$ cat src/rtl/wb_serializer_fifo.sv
// Wishbone-slave serial transmitter. Words written to DATA are queued in a
// small circular FIFO and shifted out MSB-first on data_o. The bit period is
// div+1 clock cycles. Queued words follow one another with no idle gap.
`timescale 1ns/1ps
module wb_serializer_fifo #(
  parameter int SYM_W = 9,
  parameter int SYMS  = 3,
  parameter int DEPTH = 4,
  parameter int DIV_W = 16
) (
  input  logic        CLK_I,
  input  logic        RST_I,
  input  logic        CYC_I,
  input  logic        STB_I,
  input  logic        WE_I,
  input  logic [31:0] ADR_I,
  input  logic [31:0] DAT_I,
  output logic [31:0] DAT_O,
  output logic        ACK_O,
  output logic        ERR_O,
  output logic        data_o,
  output logic        frame_o,
  output logic        eot_o
);

  localparam int W  = SYM_W * SYMS;
  localparam int AW = $clog2(DEPTH);
  localparam int PW = AW + 1;
  localparam int BW = (W > 1) ? $clog2(W) : 1;

  typedef enum logic {IDLE, SHIFT} state_t;

  logic [W-1:0]     mem [DEPTH];
  logic [PW-1:0]    wr_ptr, rd_ptr, level;
  logic             en, ovf;
  logic [DIV_W-1:0] div, div_cnt;
  state_t           state;
  logic [W-1:0]     sr;
  logic [BW-1:0]    bit_cnt;

  logic [1:0] adr;
  logic       acc, data_wr, ctrl_wr, stat_wr, flush;
  logic       empty, full, bit_end, last_bit, pop, drop, push;
  logic [W-1:0] head;
  logic       unused;

  assign unused = ^{ADR_I[31:2], DAT_I};

  // Bus decode; one register access per acknowledged cycle
  assign adr     = ADR_I[1:0];
  assign acc     = CYC_I & STB_I;
  assign data_wr = acc & WE_I & (adr == 2'd0);
  assign ctrl_wr = acc & WE_I & (adr == 2'd1);
  assign stat_wr = acc & WE_I & (adr == 2'd2);
  assign flush   = ctrl_wr & DAT_I[1];

  assign level = wr_ptr - rd_ptr;
  assign empty = (level == '0);
  assign full  = (level == PW'(DEPTH));
  assign head  = mem[rd_ptr[AW-1:0]];

  // >= keeps a shrinking div from stretching the current bit for 2^DIV_W cycles
  assign bit_end  = (state == SHIFT) & (div_cnt >= div);
  assign last_bit = bit_end & (bit_cnt == BW'(W - 1));
  assign pop      = en & ~empty & ((state == IDLE) | last_bit);

  // A push at full is only refused when no pop frees a slot on the same edge
  assign drop  = data_wr & full & ~pop;
  assign push  = data_wr & ~drop & ~flush;
  assign ERR_O = acc & ((adr == 2'd3) | drop);
  assign ACK_O = acc & ~ERR_O;

  assign data_o  = sr[W-1];
  assign frame_o = (state == SHIFT) & (bit_cnt == '0);
  assign eot_o   = last_bit;

  // Combinational read mux so STATUS reflects the current cycle
  always_comb begin
    DAT_O = '0;
    case (adr)
      2'd1: begin
        DAT_O[0]           = en;
        DAT_O[16 +: DIV_W] = div;
      end
      2'd2: begin
        DAT_O[0]    = empty;
        DAT_O[1]    = full;
        DAT_O[2]    = (state == SHIFT);
        DAT_O[3]    = ovf;
        DAT_O[15:8] = 8'(level);
      end
      default: DAT_O = '0;
    endcase
  end

  // FIFO storage; contents need no reset since the pointers gate visibility
  always_ff @(posedge CLK_I) begin
    if (push) mem[wr_ptr[AW-1:0]] <= DAT_I[W-1:0];
  end

  // FIFO pointers; flush drops everything queued but not the word in flight
  always_ff @(posedge CLK_I) begin
    if (RST_I) begin
      wr_ptr <= '0;
      rd_ptr <= '0;
    end else begin
      if (push) wr_ptr <= wr_ptr + PW'(1);
      if (flush)    rd_ptr <= wr_ptr;
      else if (pop) rd_ptr <= rd_ptr + PW'(1);
    end
  end

  // Control and sticky overflow registers
  always_ff @(posedge CLK_I) begin
    if (RST_I) begin
      en  <= 1'b0;
      div <= '0;
      ovf <= 1'b0;
    end else begin
      if (ctrl_wr) begin
        en  <= DAT_I[0];
        div <= DAT_I[16 +: DIV_W];
      end
      if (drop)                    ovf <= 1'b1;
      else if (stat_wr & DAT_I[3]) ovf <= 1'b0;
    end
  end

  // Shifter FSM; reloads on the last-bit edge so words are contiguous
  always_ff @(posedge CLK_I) begin
    if (RST_I) begin
      state   <= IDLE;
      sr      <= '0;
      div_cnt <= '0;
      bit_cnt <= '0;
    end else begin
      case (state)
        IDLE: begin
          if (pop) begin
            sr      <= head;
            div_cnt <= '0;
            bit_cnt <= '0;
            state   <= SHIFT;
          end
        end
        SHIFT: begin
          if (last_bit) begin
            div_cnt <= '0;
            bit_cnt <= '0;
            if (pop) begin
              sr <= head;
            end else begin
              sr    <= '0;
              state <= IDLE;
            end
          end else if (bit_end) begin
            sr      <= sr << 1;
            bit_cnt <= bit_cnt + BW'(1);
            div_cnt <= '0;
          end else begin
            div_cnt <= div_cnt + DIV_W'(1);
          end
        end
        default: state <= IDLE;
      endcase
    end
  end

endmodule

$ cat config.mk
export PLATFORM = sky130hd
export DESIGN_NAME = wb_serializer_fifo
export DESIGN_NICKNAME = d
export VERILOG_FILES = /design/src/rtl/wb_serializer_fifo.sv
export SDC_FILE = /design/constraint.sdc
export NUM_CORES = 1
export LEC_CHECK = 0
export ABC_AREA = 1
export BUFFER_PORTS_ARGS = -buffer_cell sky130_fd_sc_hd__buf_2
export CAP_MARGIN = 10
export CORE_MARGIN = 1.5
export CORE_UTILIZATION = 45
export DETAILED_ROUTE_END_ITERATION = 6
export PLACE_DENSITY = 0.65
export SYNTH_ARGS = -nofsm -noshare
export SYNTH_HDL_FRONTEND = slang
export SYNTH_SLANG_ARGS = --single-unit
$ cat constraint.sdc
create_clock -name CLK_I -period 6.7 [get_ports CLK_I]
set_clock_uncertainty 0.05 [all_clocks]
set_input_delay 1.34 -clock CLK_I [delete_from_list [all_inputs] [get_ports CLK_I]]
set_output_delay 1.34 -clock CLK_I [all_outputs]
set_load 0.01 [all_outputs]
==> impl_results.md <==
- Effective utilization at floorplan: ~46%
- Critical Path Fanout Max: 22
- Library cells used by synthesis: 38
- Max-Cap Viols: 0
- Fill cell instance count of the final layout: ~1700
- Core Region: about 18000 µm²
- Net Switching: ~0.00054 W
- Cts hold-fix bufs: 0
- Clk Latency, worst-skew pair: ~0.44 ns
- VDD IR max: 190.6 µV
- Total of buffers placed on input and output ports: between 60 and 70
- Average size of a mapped cell: approximately 9.5 µm²
- Transition at the pin with the smallest max-transition slack: around 1 ns
- Overall power: ~0.0023 W
- Final total negative setup slack: 0 ns
- Clk slew on worst S/H paths: roughly 0.070 ns
- Post-CTS setup buffer count: 0
- Global-route congestion overflow total: 0
- Wire length of the first global-routing pass: between 20000 and 30000 µm
- Root buffer cell: sky130_fd_sc_hd__clkbuf_16
- Outcome: completed
- Internal reg-to-reg setup slack: between 3 and 4 ns
- RSZ-0062 raised after global routing: false
- Max frequency: between 200 and 250 MHz
- Final core occ: between 50% and 60%
- # setup viols final: 0
- Remaining max-slew budget at the tightest pin: 33.02%
- Count of unresolved DRC violations after routing: 0
- Total number of nets in the final design: 1009
- Vertical extent of the die: roughly 140 µm
- DRT antenna net count: 0
- TritonCTS clock tree: built
- Final weighted congestion in routability-driven placement: 0.8176
- Power density over the cells: 246.9 nW/µm²
- Share of the synthesized area in the top cell type: about two fifths
- Clock buffer count from CTS: 17
- Part of the cycle the worst path needs: about two thirds
- Met1 layer usage reported by global route: between 20% and 30%
- Post-synthesis async set-or-reset flop share: 0%
- Number of enable-type register cells in the synthesized netlist: 108
- Type of destination of the critical path: primary output
- Final critical path time including I/O delays and setup: approximately 4.5 ns
- Startpoint-to-endpoint class of the critical path: register to primary output
- Largest net degree at the start of global routing: between 50 and 60
- Via-to-Cell Ratio: 5.340
- Die outline width: 137.9 µm
- Most congested layer reported by global routing: met2
- Cells after Synth: about 860
- Number of global-route vias before repair: about 5500
- Cell internal pwr: 0.001753 W
- Most common cell after layout, fill and taps aside: sky130_fd_sc_hd__nand2_1
- Drt first-iter violations: approximately 400
- Sequential cell area fraction in the yosys report: 57.96%
- Yosys top cell by area: sky130_fd_sc_hd__edfxtp_1
- Class of the most critical hold timing path: register to register
- Fraction of met2 tracks used by global routing: a little over 30%
- Clock sink total: 183
- Register bit count reported by yosys: 183
- Launching element type of the critical path: register
- Fraction of final layout cells with drive strength greater than 1: between 10% and 20%
- Worst hold margin: 0.4207 ns
- Buffer depth of the longest clock path: 2
- Number of gates resized after CTS: 0
- Pre-antenna DRT Iters: 5
- Die area: 19010 µm²
- Number of cell rows: 49
- Final-report max-slew violation count: 0
- Overall track demand over capacity in global routing: between 10% and 20%
- Number of hold violations in the final report: 0
- # H-tree levels: 4
- Sw frac: roughly a quarter
- Antenna violations before repair: 1
- Commonest cells after routing, fill and taps aside: sky130_fd_sc_hd__nand2_1, sky130_fd_sc_hd__edfxtp_1, sky130_fd_sc_hd__nor2_1
- Worst endpoint required time: 5.31 ns
- Avg WL per Cell: approximately 16 µm
- IO Count: approximately 110
- Comb power frac: 3.5%
- Warning count from the yosys run: 0
- Clock share of power: between 40 and 50%
- Most common flop cell mapped by yosys: sky130_fd_sc_hd__edfxtp_1
- Critical Path AT: between 3 and 4 ns
- Dpl hpwl: between 10000 and 15000 µm
- Routed wire length: between 15000 and 20000 µm
- Number of vias after detailed routing: slightly above 6000
- Growth of design area from synthesis to finish: 13.24%
- Met3 routing resource usage after global routing: between 4 and 5%
- Mapped Area: between 8000 and 9000 µm²
- Seq pwr share: between 50% and 60%
- Ranking of synthesized cells by area: sky130_fd_sc_hd__edfxtp_1, sky130_fd_sc_hd__dfxtp_1, sky130_fd_sc_hd__nand2_1
- Reported leakage power: between 3 and 4 nW
## kinds of logic (layout without fill, tap and decap cells)
kind of cell | Yosys count | count (layout) | synth area share (%)
simple gates | 301 | 301 | 15.91
compound gates | 198 | 198 | 13.22
xor+xnor | 9 | 9 | 1.055
flops | 183 | 183 | 57.96
other cells | 1 | 11 | 0.04581
buf+inv | 135 | 191 | 6.984
fa+ha+maj | 31 | 31 | 4.830
## cells in the mapped netlist, types with 3 or more instances
library cell               instances
sky130_fd_sc_hd__ha_1             30
sky130_fd_sc_hd__buf_2             5
sky130_fd_sc_hd__xor2_1            6
sky130_fd_sc_hd__nand2_4           6
sky130_fd_sc_hd__a31oi_1          25
sky130_fd_sc_hd__o22ai_1          29
sky130_fd_sc_hd__nor2_1           89
sky130_fd_sc_hd__inv_1            80
sky130_fd_sc_hd__nand4_1          27
sky130_fd_sc_hd__edfxtp_1        108
sky130_fd_sc_hd__clkbuf_1         33
sky130_fd_sc_hd__o21ai_0          83
sky130_fd_sc_hd__nand3_1          37
sky130_fd_sc_hd__a21oi_1          49
sky130_fd_sc_hd__buf_4             9
sky130_fd_sc_hd__nor3_1            5
sky130_fd_sc_hd__nand2_1         134
sky130_fd_sc_hd__buf_6             3
sky130_fd_sc_hd__o21ai_1           4
sky130_fd_sc_hd__dfxtp_1          75
## power by group through the flow
stage	sequential (W)	combinational (W)	clock [W]
floorplan	0.00122	0.0000486	0
global placement	0.00122	0.0000796	0
detailed placement	0.00122	0.0000801	0
CTS	0.00120	0.0000806	0.00103
global route	0.00120	0.0000905	0.00107
finish	0.00120	0.0000798	0.00101
## cell type report
| cell class | instances | area [µm²] | area share [%] |
|---|---|---|---|
| antenna | 2 | 5.005 | 0.05399 |
| clock buffer | 17 | 425.4 | 4.589 |
| clock inverter | 15 | 178.9 | 1.930 |
| inverter | 83 | 314.1 | 3.388 |
| multi-input combinational | 548 | 2910 | 31.39 |
| sequential | 183 | 4745 | 51.18 |
| tap | 229 | 286.5 | 3.091 |
| timing repair buffer | 76 | 405.4 | 4.373 |
## registers in the layout, indices dropped and copies added, names as in the netlist, named ones only
signal,flops
ovf,1
rd_ptr,3
en,1
mem,108
div_cnt,16
sr,27
div,16
state,1
wr_ptr,3
bit_cnt,5
## worst max-delay path, stage by stage, from the launching register on
cell and delay, ns:
sky130_fd_sc_hd__dfxtp_1 0.39, sky130_fd_sc_hd__inv_1 0.08, sky130_fd_sc_hd__ha_1 0.27, sky130_fd_sc_hd__nand2_1 0.04, sky130_fd_sc_hd__nor2_1 0.08, sky130_fd_sc_hd__nor2_1 0.04
sky130_fd_sc_hd__nand2_1 0.07, sky130_fd_sc_hd__nand2_1 0.05, sky130_fd_sc_hd__nand2_1 0.08, sky130_fd_sc_hd__nand2_1 0.07, sky130_fd_sc_hd__nand2_1 0.58, sky130_fd_sc_hd__nand2_1 0.15
sky130_fd_sc_hd__nand2_1 0.24, sky130_fd_sc_hd__nand2_4 0.12, sky130_fd_sc_hd__nand2_4 0.13, sky130_fd_sc_hd__nand2_1 0.06, sky130_fd_sc_hd__nor2_1 0.08, sky130_fd_sc_hd__buf_2 0.13
## per-layer routing
| layer | part of all wire [%] | routed length, µm | up-vias |
|---|---|---|---|
| met5 | 0 | 0 | - |
| met4 | 2.6 | 459 | 0 |
| met3 | 5.1 | 909 | 29 |
| met2 | 45 | 8056 | 146 |
| met1 | 47 | 8458 | 2916 |
| li1 | - | - | 3066 |
## metrics by stage
stage	std cells	setup WS [ns]	instance area (µm²)
final	1153	2.201	9270
after global routing	1151	1.866	9265
after CTS	1151	2.148	9265
after detailed placement	1119	2.526	8661
after global placement	1119	2.549	8661
after floorplan	866	2.635	8217
## path summary, 6_finish.rpt
kind,cells after the start,startpoint,endpoint
min reg2reg,2,sr[0]$_SDFFE_PP0P_,sr[0]$_SDFFE_PP0P_
max reg2reg,17,div_cnt[0]$_SDFFE_PP0P_,mem[3][12]$_DFFE_PP_
max,17,div_cnt[0]$_SDFFE_PP0P_,ACK_O
min,2,sr[0]$_SDFFE_PP0P_,sr[0]$_SDFFE_PP0P_
Power figures use the tool's default switching activity.
